==> config.mk <==
export PLATFORM = sky130hd
export DESIGN_NAME = dmem_bus_bridge_flat
export DESIGN_NICKNAME = d
export VERILOG_FILES = /design/src/rtl/dmem_bus_bridge_if.sv /design/src/rtl/dmem_bus_bridge.sv /design/src/flat_wrapper.sv
export SDC_FILE = /design/constraint.sdc
export NUM_CORES = 1
export LEC_CHECK = 0
export ABC_AREA = 1
export CAP_MARGIN = 20
export CORE_ASPECT_RATIO = 0.75
export CORE_MARGIN = 2
export CORE_UTILIZATION = 42
export DETAILED_ROUTE_END_ITERATION = 12
export GPL_TIMING_DRIVEN = 0
export PLACE_DENSITY_LB_ADDON = 0.1
export SYNTH_ARGS = -nofsm -noshare
export SYNTH_HDL_FRONTEND = slang
export SYNTH_SLANG_ARGS = --single-unit
==> constraint.sdc <==
create_clock -name clk -period 1.8 [get_ports clk]
set_input_delay 0.27 -clock clk [delete_from_list [all_inputs] [get_ports clk]]
set_output_delay 0.27 -clock clk [all_outputs]
set_load 0.03 [all_outputs]
==> src/rtl/dmem_bus_bridge_if.sv <==
// Multi-cycle data bus between the DMEM bridge (master) and the memory/fabric (slave).
// Request uses a valid/ready handshake; read data returns separately, qualified by bus_rvalid.
interface dmem_bus_bridge_if;
  logic        bus_valid;
  logic        bus_ready;
  logic        bus_we;
  logic [31:0] bus_addr;
  logic [31:0] bus_wdata;
  logic [31:0] bus_rdata;
  logic        bus_rvalid;

  modport master (
    output bus_valid, bus_we, bus_addr, bus_wdata,
    input  bus_ready, bus_rdata, bus_rvalid
  );

  modport slave (
    input  bus_valid, bus_we, bus_addr, bus_wdata,
    output bus_ready, bus_rdata, bus_rvalid
  );
endinterface

==> src/rtl/dmem_bus_bridge.sv <==
// Turns the single-cycle CPU data-memory port into one bus transaction per access.
// The core is held off via cpu_ena_o until the access has completed, failed the range check or timed out.
module dmem_bus_bridge #(
  parameter logic [31:0] BASE_ADDR   = 32'h1001_0000,
  parameter int          DEPTH_WORDS = 2048,
  parameter int          TIMEOUT     = 255,
  parameter logic [31:0] ERR_DATA    = 32'hDEAD_BEEF
) (
  input  logic                  clk,
  input  logic                  rst_n,
  input  logic                  run_ena_i,
  input  logic                  dm_ena_i,
  input  logic                  dm_r_i,
  input  logic                  dm_w_i,
  input  logic [31:0]           dm_addr_i,
  input  logic [31:0]           dm_data_w_i,
  output logic [31:0]           dm_data_o,
  output logic                  cpu_ena_o,
  dmem_bus_bridge_if.master     bus,
  output logic                  err_range_o,
  output logic                  err_timeout_o
);

  typedef enum logic [1:0] {IDLE, REQ, RESP, DONE} state_e;

  localparam logic [31:0] SPAN    = 32'(4 * DEPTH_WORDS);
  localparam logic [7:0]  TO_LAST = 8'(TIMEOUT - 1);

  state_e      state_q, state_d;
  logic [7:0]  cnt_q, cnt_d;
  logic [31:0] rdata_q, rdata_d;
  logic [31:0] addr_q, addr_d;
  logic [31:0] wdata_q, wdata_d;
  logic        valid_q, valid_d;
  logic        we_q, we_d;
  logic        err_range_q, err_range_d;
  logic        err_timeout_q, err_timeout_d;

  logic [31:0] offset;
  logic        addr_ok;
  logic        accept;
  logic        unused_ok;

  // Addresses below BASE_ADDR wrap to huge offsets, so one unsigned compare covers both ends.
  assign offset    = dm_addr_i - BASE_ADDR;
  assign addr_ok   = (offset < SPAN) && (dm_addr_i[1:0] == 2'b00);
  assign accept    = valid_q && bus.bus_ready;
  assign unused_ok = ^{dm_r_i, offset[1:0]};

  always_ff @(posedge clk or negedge rst_n) begin
    if (!rst_n) begin
      state_q       <= IDLE;
      cnt_q         <= 8'd0;
      rdata_q       <= 32'h0;
      addr_q        <= 32'h0;
      wdata_q       <= 32'h0;
      valid_q       <= 1'b0;
      we_q          <= 1'b0;
      err_range_q   <= 1'b0;
      err_timeout_q <= 1'b0;
    end else begin
      state_q       <= state_d;
      cnt_q         <= cnt_d;
      rdata_q       <= rdata_d;
      addr_q        <= addr_d;
      wdata_q       <= wdata_d;
      valid_q       <= valid_d;
      we_q          <= we_d;
      err_range_q   <= err_range_d;
      err_timeout_q <= err_timeout_d;
    end
  end

  always_comb begin
    state_d       = state_q;
    cnt_d         = cnt_q;
    rdata_d       = rdata_q;
    addr_d        = addr_q;
    wdata_d       = wdata_q;
    valid_d       = valid_q;
    we_d          = we_q;
    err_range_d   = err_range_q;
    err_timeout_d = err_timeout_q;

    case (state_q)
      IDLE: begin
        if (dm_ena_i) begin
          if (!addr_ok) begin
            err_range_d = 1'b1;
            rdata_d     = ERR_DATA;
            state_d     = DONE;
          end else begin
            valid_d = 1'b1;
            we_d    = dm_w_i;
            addr_d  = {2'b00, offset[31:2]};
            wdata_d = dm_data_w_i;
            cnt_d   = 8'd0;
            state_d = REQ;
          end
        end
      end
      REQ: begin
        cnt_d = cnt_q + 8'd1;
        if (accept) begin
          valid_d = 1'b0;
          if (we_q) begin
            state_d = DONE;
          end else if (bus.bus_rvalid) begin
            rdata_d = bus.bus_rdata;
            state_d = DONE;
          end else begin
            state_d = RESP;
          end
        end else if (cnt_q == TO_LAST) begin
          valid_d       = 1'b0;
          err_timeout_d = 1'b1;
          rdata_d       = ERR_DATA;
          state_d       = DONE;
        end
      end
      RESP: begin
        cnt_d = cnt_q + 8'd1;
        // A response landing on the last allowed cycle still counts as completion.
        if (bus.bus_rvalid) begin
          rdata_d = bus.bus_rdata;
          state_d = DONE;
        end else if (cnt_q == TO_LAST) begin
          err_timeout_d = 1'b1;
          rdata_d       = ERR_DATA;
          state_d       = DONE;
        end
      end
      DONE: begin
        if (run_ena_i) begin
          state_d = IDLE;
        end
      end
      default: begin
        state_d = IDLE;
      end
    endcase
  end

  // Combinational stall: the cycle in which dm_ena first rises is already held off.
  assign cpu_ena_o     = run_ena_i && !(dm_ena_i && (state_q != DONE));
  assign dm_data_o     = (state_q == DONE) ? rdata_q : 32'h0;
  assign err_range_o   = err_range_q;
  assign err_timeout_o = err_timeout_q;

  assign bus.bus_valid = valid_q;
  assign bus.bus_we    = we_q;
  assign bus.bus_addr  = addr_q;
  assign bus.bus_wdata = wdata_q;

endmodule

==> src/flat_wrapper.sv <==
// flat-port wrapper written by rule: the top's interface ports become plain ports
module dmem_bus_bridge_flat 
#(
  parameter logic [31:0] BASE_ADDR   = 32'h1001_0000,
  parameter int          DEPTH_WORDS = 2048,
  parameter int          TIMEOUT     = 255,
  parameter logic [31:0] ERR_DATA    = 32'hDEAD_BEEF
)
  (clk, rst_n, run_ena_i, dm_ena_i, dm_r_i, dm_w_i, dm_addr_i, dm_data_w_i, dm_data_o, cpu_ena_o, err_range_o, err_timeout_o, bus_bus_valid, bus_bus_we, bus_bus_addr, bus_bus_wdata, bus_bus_ready, bus_bus_rdata, bus_bus_rvalid);
  dmem_bus_bridge_if bus_i ();
  input  logic clk;
  input  logic rst_n;
  input  logic run_ena_i;
  input  logic dm_ena_i;
  input  logic dm_r_i;
  input  logic dm_w_i;
  input  logic [31:0] dm_addr_i;
  input  logic [31:0] dm_data_w_i;
  output logic [31:0] dm_data_o;
  output logic cpu_ena_o;
  output logic err_range_o;
  output logic err_timeout_o;
  output wire logic [$bits(bus_i.bus_valid)-1:0] bus_bus_valid;
  output wire logic [$bits(bus_i.bus_we)-1:0] bus_bus_we;
  output wire logic [$bits(bus_i.bus_addr)-1:0] bus_bus_addr;
  output wire logic [$bits(bus_i.bus_wdata)-1:0] bus_bus_wdata;
  input wire logic [$bits(bus_i.bus_ready)-1:0] bus_bus_ready;
  input wire logic [$bits(bus_i.bus_rdata)-1:0] bus_bus_rdata;
  input wire logic [$bits(bus_i.bus_rvalid)-1:0] bus_bus_rvalid;
  assign bus_bus_valid = bus_i.bus_valid;
  assign bus_bus_we = bus_i.bus_we;
  assign bus_bus_addr = bus_i.bus_addr;
  assign bus_bus_wdata = bus_i.bus_wdata;
  assign bus_i.bus_ready = bus_bus_ready;
  assign bus_i.bus_rdata = bus_bus_rdata;
  assign bus_i.bus_rvalid = bus_bus_rvalid;
  dmem_bus_bridge #(.BASE_ADDR(BASE_ADDR), .DEPTH_WORDS(DEPTH_WORDS), .TIMEOUT(TIMEOUT), .ERR_DATA(ERR_DATA)) u_core (.clk(clk), .rst_n(rst_n), .run_ena_i(run_ena_i), .dm_ena_i(dm_ena_i), .dm_r_i(dm_r_i), .dm_w_i(dm_w_i), .dm_addr_i(dm_addr_i), .dm_data_w_i(dm_data_w_i), .dm_data_o(dm_data_o), .cpu_ena_o(cpu_ena_o), .bus(bus_i), .err_range_o(err_range_o), .err_timeout_o(err_timeout_o));
endmodule
# Yosys cells after proc, flatten, opt, wreduce, memory -nomap -nowiden

Index checks and enable logic that the tools add are counted.

Multiplexer cells: 30
Reductions and logical operators: 19
$add $sub $neg: 2
Bitwise gates (word level): 1
Equal/unequal tests: 14
Magnitude comparators: 1

Operators with widths:

| kind                     | count |
|---|---|
| $mux W32                 | 8 |
| $pmux W32 S3             | 1 |
| $lt A32 B14 Y1 const B   | 1 |
| $sub A32 B29 Y32 const B | 1 |
| $mux W8                  | 2 |
| $pmux W8 S2              | 1 |
| $mux W2                  | 7 |
| $ne A2 B2 Y1 const B     | 6 |
| $reduce_and A3 Y1        | 4 |
| $add A8 B1 Y8 const B    | 1 |
| $eq A8 B8 Y1 const B     | 1 |
| $mux W1                  | 8 |
| $pmux W2 S4              | 1 |
| $ne A3 B3 Y1 const B     | 2 |
| $reduce_bool A2 Y1       | 3 |
| $reduce_and A5 Y1        | 1 |
| $eq A2 B2 Y1 const B     | 2 |
| $logic_and A1 B1 Y1      | 4 |
| $logic_not A2 Y1         | 2 |
| $pmux W1 S2              | 2 |
| $reduce_and A4 Y1        | 1 |
| $ne A3 B1 Y1 const B     | 1 |
| $reduce_bool A3 Y1       | 1 |
| $eq A2 B1 Y1 const B     | 1 |
| 5 further kinds          | 5 |

Bits in registers: 108
Word-level logic and storage cells: 76
Input bits: 104
Output and inout bits: 101

# Logic depth before layout (Yosys ltp)

Gate-level depths: netlist (run 1).

Word-level depth: 6
Gate-level depth with buffers: 16
Gate-level depth less buffers: 15

# Least setup slack after synthesis (run 1)

OpenSTA, ideal clock, no wires.

Path kind: input to register
Start: in dm_addr_i[16]
End: reg u_core.cnt_q[5]
Path buffers: 3
Required time: 1682 ps
Arrival: 1864 ps
Setup time: 118 ps
Path slack: -182 ps
Cell stages on the path: 14
Cell sequence: inv_1 ha_1 xor2_1 nor2_1 nand3_1 nor2_1 nand3_1 nor2_1 nand4_1 buf_2 buf_6 buf_6 nand3_1 nand2_1

Word-level cells in the longest chain between the ends: 5

RTL lines:

| what                               | line                  | text |
|---|---|---|
| start, declared                    | flat_wrapper.sv:17    | `input logic [31:0] dm_addr_i;` |
| $sub A32 B29 Y32                   | dmem_bus_bridge.sv:45 | `assign offset = dm_addr_i - BASE_ADDR;` |
| $lt A32 B14 Y1                     | dmem_bus_bridge.sv:46 | `assign addr_ok = (offset < SPAN) && (dm_addr_i[1:0] == 2'b00);` |
| $logic_and A1 B1 Y1                | dmem_bus_bridge.sv:46 |  |
| $ne A2 B1 Y1 (no source line)      | -                     |  |
| $reduce_and A3 Y1 (no source line) | -                     |  |
| end signal, assigned               | dmem_bus_bridge.sv:63 | `cnt_q <= cnt_d;` |
| end, declared                      | dmem_bus_bridge.sv:30 | `logic [7:0] cnt_q, cnt_d;` |

No other way between the ends.
A chain may end at the register's enable or synchronous reset.

# Worst setup path after layout (run 1)

Start: reg u_core.state_q[0]
End: out dm_data_o[19]

Word-level cells in the longest chain between the ends: 2

RTL lines:

| what                   | line                   | text |
|---|---|---|
| start, declared        | dmem_bus_bridge.sv:29  | `state_e state_q, state_d;` |
| start signal, assigned | dmem_bus_bridge.sv:62  | `state_q <= state_d;` |
| $eq A2 B2 Y1           | dmem_bus_bridge.sv:146 | `assign dm_data_o = (state_q == DONE) ? rdata_q : 32'h0;` |
| $mux W32               | dmem_bus_bridge.sv:146 |  |
| end, declared          | flat_wrapper.sv:19     | `output logic [31:0] dm_data_o;` |

No other way between the ends.

==> results.py, run 1 <==
metrics = {
    "placed_design": {
        "dpl.hpwl_um": 12000,
        "gp_congestion": 0.823,
        "port_buffers": 201,
    },
    "global_routing": {
        "grt_pass1_wl_um": 28200,
        "grt_max_degree": 58,
        "overflow": 0,
        "grt_pass1_vias": 5879,
        "antenna_found_initial": 0,
        "grt_usage": 0.227,
    },
    "detailed_routing": {
        "routed-via-count": 6181,
        "vias_per_cell": 4.59,
        "route.final.wire_length_um": 18200,
        "wl_per_cell_um": 13.5,
        "drtPass1Iterations": 5,
        "postRouteAntennaNets": 0,
        "drc": 0,
        "drt_iter0_markers": 337,
    },
    "sta": {
        "period_share": 1.05,
        "setup_tns_ps": -2630,
        "hold_viol": 0,
        "drv_slew": 0,
        "finClkSkew_ps": 8.39,
        "rsz0062_at_grt": "yes",
        "slew_headroom": 0.619,
        "worst_slew_pin_slew_ps": 571,
        "finalSetupViolCount": 76,
        "fin_crit_ps": 1890,
        "timing.final.ws_setup_ps": -87.2,
        "fmax_mhz": 530,
    },
    "synth": {
        "synth_ff_type": "dfrtp_1",
        "synth_area_leaders": "dfrtp_1, nand2_1, inv_1, nor2_1, nand3_1",
        "synth_xor_area_frac": 0.0129,
        "synthCells": 894,
        "synth_compound_area_frac": 0.0635,
        "ys_warn_count": 0,
        "syn-cell-area_um2": 6090,
        "syn_avg_cell_area_um2": 6.81,
        "async_flop_share": 1.00,
        "yosys.cell_types.count": 33,
        "synth-seq-area-share": 0.444,
        "synthMuxAreaShare": 0,
        "synth-seq-cells": 108,
        "synth_top_cell_by_area": "dfrtp_1",
        "synth_top_family_by_area": "simple AND/OR/NAND/NOR gates",
        "synth_fa_ha_area_frac": 0.0164,
        "netlist.area_leader.share": 0.444,
        "synth_edf_count": 0,
        "synthSimpleGateAreaFrac": 0.318,
    },
    "setup_path": {
        "cp-end-kind": "output port",
        "ff2ff_path_depth": 11,
        "path_cells": "buf_6 > ha_4 > buf_6 > clkbuf_16 > nand2_1 > inv_1 > buf_2",
        "cp_slowest_cell": "dfrtp_1",
        "path_depth": 7,
        "path_class": "reg2out",
        "cp_common_cell": "buf_6",
        "cp.required_ps": 1530,
        "critPathTopFamily": "buffers and inverters",
        "critPathArrivalTime_ps": 1620,
        "startpoint_type": "register",
        "cp_max_fo": 7,
        "critical-path-max-stage-delay_ps": 390,
        "path_buf_inv": 5,
    },
    "clocking": {
        "clock_sink_count": 108,
        "clk_pin_slew_ps": 70,
        "cts.path.max_buffers": 2,
        "clk_latency_ps": 350,
        "htreeDepth": 3,
        "cts_made_buffers": 9,
        "cts-root-buf": "clkbuf_16",
        "cts_tree": "built",
    },
    "cells_and_area": {
        "nFillCells": 1250,
        "regArea_um2": 2700,
        "finish.net_count": 1255,
        "drive_above_1_share": 0.241,
        "n_antenna_cell": 0,
        "fin_util": 0.679,
        "multi_input_area_um2": 3060,
        "area_growth_pct": 59.5,
    },
    "run_status": {
        "outcome": "finished, violations left",
        "violations": "setup timing",
    },
    "job": {
        "drv.max_cap_violation_count": 0,
    },
    "hold_path": {
        "whs_path_depth": 6,
        "holdCritPathClass": "in2reg",
    },
    "power": {
        "p_leak_nw": 5.46,
        "irDropWorstVdd_v": 0.000717,
        "power.density_nw_per_um2": 1170,
    },
    "die": {
        "core-area_um2": 14300,
        "die_w_um": 143,
        "dieArea_um2": 15500,
        "placementRows": 38,
        "ios": 205,
        "die_h_um": 108,
        "start_util": 0.426,
    },
}
## repair_timing
action                                  CTS  global route
endpoints found under the hold margin    56             0
hold buffers                              1             0
pin swaps                                42            55
cloned                                    4             4
buffers inserted                         24             9
gates resized for setup                 338           191
endpoints found under the setup margin  141           141
## logic make-up (layout without fill, tap and decap cells)
logic type,after synthesis,after routing
flip-flops,108,108
XOR/XNOR,9,9
adder cells (fa/ha/maj),8,8
AO/OA/AOI/OAI,74,74
buffers and inverters,220,473
AND/OR/NAND/NOR,474,474
other,1,2
## final timing paths
path	start	endpoint	slack, ps
min	dm_addr_i[17]	u_core.bus.bus_addr[15]	410
min reg2reg	u_core.bus.bus_addr[20]	u_core.bus.bus_addr[20]	470
max reg2reg	u_core.state_q[0]	u_core.rdata_q[18]	-50
max	u_core.state_q[0]	dm_data_o[19]	-90
min in group asynchronous	rst_n	u_core.rdata_q[6]	440
max in group asynchronous	rst_n	u_core.bus.bus_wdata[12]	690
## through the flow
stage               hold WS [ps]  setup slack [ps]  area, um2  cells  power [mW]
floorplan                  -25.6             -57.7       6130    895        6.59
global placement             449             -3930       8400   1296        8.11
detailed placement           282              -928       8420   1297        8.19
CTS                          396             -81.7       9160   1339        10.6
global route                 437              -218       9720   1348        12.1
finish                       410             -87.2       9720   1348        11.3
## power by group
group / switching (mW) / leakage, nW / internal (mW) / total (mW)
Combinational: 3.53 / 4.12 / 2.43 / 5.96
Sequential: 0.391 / 1.19 / 2.89 / 3.28
Clock: 0.976 / 0.148 / 1.11 / 2.09
Total: 4.90 / 5.46 / 6.43 / 11.3
## synthesized netlist by cell type (all sizes together) (3+ instances only)
cell / number
inv: 177
buf: 20
xor2: 8
nor3: 3
dfrtp: 108
nand4: 4
nand2: 259
a21oi: 37
o21ai: 32
clkbuf: 22
nor2: 136
nand3: 68
ha: 8
nand3b: 3
## state kept, by name (all words and copies together) (netlist names)
name	count
u_core.rdata_q	32
u_core.bus.bus_wdata	32
u_core.bus.bus_addr	30
u_core.state_q	2
u_core.err_timeout_o	1
u_core.bus.bus_we	1
u_core.bus.bus_valid	1
u_core.err_range_o	1
u_core.cnt_q	8
## cell type report
type,count,share of cell area
multi-input cells,567,0.315
flip-flops and latches,108,0.278
repair buffers,238,0.240
inverters,178,0.0699
plain buffers,41,0.0393
well taps,200,0.0258
clock buffers,10,0.0236
clock inverters,6,0.00850
## placed cells by master, fill, tap and decap left out, drive strengths merged, types with 3 or more instances in the layout
cell	synthesis	routed
nand2	259	259
inv	177	180
clkdlybuf4s50	0	147
nor2	136	136
dfrtp	108	108
buf	20	102
nand3	68	68
a21oi	37	37
o21ai	32	32
clkbuf	22	32
xor2	8	8
ha	8	8
dlygate4sd2	0	5
nand4	4	4
nand3b	3	3
nor3	3	3
## worst register-to-register path: cells and delay by family (launching register included)
kind / cells / cell delay (ps)
DFF: 1 / 360
and+or+nand+nor: 5 / 450
buffers and inverters: 5 / 730
adders and majority gates: 1 / 200
## layer usage
layer	global-route usage	vias to the layer above	wire [um]
met5	0	-	0
met4	0.0431	0	127
met3	0.0779	10	1390
met2	0.354	167	8340
met1	0.310	2849	8350
li1	-	3155	-
Note: power is estimated with default switching activity, not from simulation.
==> run 2: changes to the inputs <==
CTS_BUF_LIST = sky130_fd_sc_hd__clkbuf_16   (was unset)
SLEW_MARGIN = 40   (was unset)
==> run 2 against run 1 <==
Net effect:
- the run still ends with setup timing left
- cell area grew 0.42%
- clock power shrank 6%
- final cell count shrank 0.30%
- routed wire length shrank 1.3%
- maximum frequency is essentially flat
- sequential share of layout area shrank 0.13 points
- hold slack lost 13 ps
- critical path type is now in2reg
==> results.py, run 2 (synthesis results as in run 1) <==
metrics = {
    "clocking": {
        "cts_tree": "built",
        "clk_pin_slew_ps": 70,
        "clk_latency_ps": 350,
        "cts_made_buffers": 9,
        "clock_sink_count": 108,
        "cts-root-buf": "clkbuf_16",
        "cts.path.max_buffers": 2,
        "htreeDepth": 3,
    },
    "setup_path": {
        "critPathArrivalTime_ps": 2170,
        "cp-end-kind": "register",
        "worstReg2RegEnd": "u_core.rdata_q[18]",
        "regToRegSetupSlack_ps": -60,
        "cp_slowest_cell": "ha_4",
        "path_buf_inv": 5,
        "cp_max_fo": 8,
        "startpoint_type": "input pin",
        "path_cells": "buf_8 > clkinvlp_4 > ha_4 > xor2_2 > nor2_4 > nand3_2 > nor2_2 > nand3_2 > nor2_2 > nand4_1 > buf_6 > buf_12 > buf_12 > nand2_8 > nand2_2 > nand2_1",
        "path_class": "in2reg",
        "critical-path-max-stage-delay_ps": 210,
        "ff2ff_path_depth": 11,
        "critPathTopFamily": "simple AND/OR/NAND/NOR gates",
        "cp.required_ps": 2090,
        "r2r_start": "u_core.state_q[0]",
    },
    "die": {
        "placementRows": 38,
        "start_util": 0.426,
        "die_h_um": 108,
        "core-area_um2": 14300,
        "ios": 205,
        "dieArea_um2": 15500,
        "die_w_um": 143,
    },
    "detailed_routing": {
        "drt_iter0_markers": 223,
        "drc": 0,
        "postRouteAntennaNets": 0,
        "route.final.wire_length_um": 18000,
        "drtPass1Iterations": 4,
        "vias_per_cell": 4.59,
        "wl_per_cell_um": 13.4,
        "routed-via-count": 6166,
    },
    "sta": {
        "worst_slew_pin_slew_ps": 513,
        "timing.final.ws_setup_ps": -86.8,
        "finalSetupViolCount": 101,
        "fmax_mhz": 530,
        "hold_viol": 0,
        "drv_slew": 0,
        "fin_crit_ps": 1890,
        "setup_tns_ps": -3580,
        "rsz0062_at_grt": "yes",
        "holdWs_ps": 397,
        "finClkSkew_ps": 10.8,
        "slew_headroom": 0.657,
        "period_share": 1.05,
    },
    "global_routing": {
        "top_usage_layer": "met2",
        "antenna_found_initial": 0,
        "grt_max_degree": 58,
        "grt_pass1_vias": 5955,
        "grt_pass1_wl_um": 28900,
        "grtUsageMet1": 0.319,
        "overflow": 0,
        "grt_usage": 0.233,
        "use_met3": 0.0757,
        "met2_usage": 0.368,
    },
    "power": {
        "p_leak_nw": 5.33,
        "irDropWorstVdd_v": 0.000613,
        "power.density_nw_per_um2": 1080,
    },
    "cells_and_area": {
        "final_common_cell": "nand2_1",
        "nFillCells": 1245,
        "n_antenna_cell": 0,
        "final_cell_mix": "nand2_1, clkdlybuf4s50_1, inv_1",
        "fin_cells": 1344,
        "drive_above_1_share": 0.274,
        "fin_util": 0.682,
        "finish.net_count": 1251,
        "area_growth_pct": 60.2,
    },
    "placed_design": {
        "dp_cells": 1297,
        "gp_congestion": 0.823,
        "dpl.hpwl_um": 12000,
        "port_buffers": 201,
    },
    "run_status": {
        "violations": "setup timing",
        "outcome": "finished, violations left",
    },
    "job": {
        "drv.max_cap_violation_count": 0,
    },
    "hold_path": {
        "holdCritPathClass": "in2reg",
        "hold_end": "u_core.bus.bus_addr[15]",
        "whs_path_depth": 6,
        "hp-start": "dm_addr_i[17]",
    },
}
## run 2: changes by cell type in the layout (fill, tap and decap cells not counted), moves of 10 or more
cell,change
nor2_1,-19
nand2_2,+19
nor2_4,+10
buf_2,+15
nand2_1,-16
buf_6,-26
## run 2: timing repair
| action | in CTS | in global routing |
|---|---|---|
| hold buffers | 1 | 0 |
| pin swaps | 43 | 49 |
| setup buffers | 17 | 7 |
| cloned | 10 | 0 |
| setup endpoints to repair | 141 | 140 |
| resized for setup | 378 | 159 |
| hold endpoints to repair | 56 | 0 |
## run 2: tightest hold or removal path: stages
cell and delay, ps:
buf_6 110, inv_6 60, ha_4 110, inv_1 30
nor2_1 80, nor2_1 50
## run 2: through the flow
step | setup slack [ps] | cell area, um2 | total power, mW
2_1_floorplan | -57.7 | 6130 | 6.59
3_3_place_gp | -3930 | 8400 | 8.11
3_5_place_dp | -909 | 8430 | 8.20
4_1_cts | -102 | 9350 | 10.5
5_1_grt | -226 | 9760 | 11.4
6_report | -86.8 | 9760 | 10.6
## run 2: worst max-delay path by stage
stage                   from                       to  slack (ps)  cells after the start
2_1_floorplan  dm_addr_i[16]          u_core.cnt_q[5]         -60                     14
3_3_place_gp           rst_n  u_core.bus.bus_wdata[1]       -3930                      1
3_5_place_dp   dm_addr_i[16]          u_core.cnt_q[5]        -910                     15
4_1_cts        dm_addr_i[16]          u_core.cnt_q[6]        -100                     16
5_1_grt        dm_addr_i[16]          u_core.cnt_q[2]        -230                     18
6_report       dm_addr_i[16]          u_core.cnt_q[6]         -90                     16
## run 2: final cells by class
class / count / area, um2 / area share
multi-input combinational: 567 / 3190 / 0.327
sequential: 108 / 2700 / 0.277
timing repair buffer: 234 / 2240 / 0.230
inverter: 178 / 679 / 0.0696
buffer: 41 / 399 / 0.0409
tap: 200 / 250 / 0.0256
clock buffer: 9 / 225 / 0.0231
clock inverter: 7 / 67.6 / 0.00692
## run 2: metal layers
layer  part of all wire  up-vias
li1                   -     3146
met1               0.45     2836
met2               0.46      175
met3              0.081        9
met4             0.0067        0
met5                  0        -
## run 2: report_power, final
group	internal (mW)	total [mW]	switching (mW)	leakage, nW
combinational	2.05	5.37	3.32	3.99
sequential	2.88	3.22	0.341	1.19
clock	0.975	1.97	0.994	0.140
total	5.91	10.6	4.66	5.33
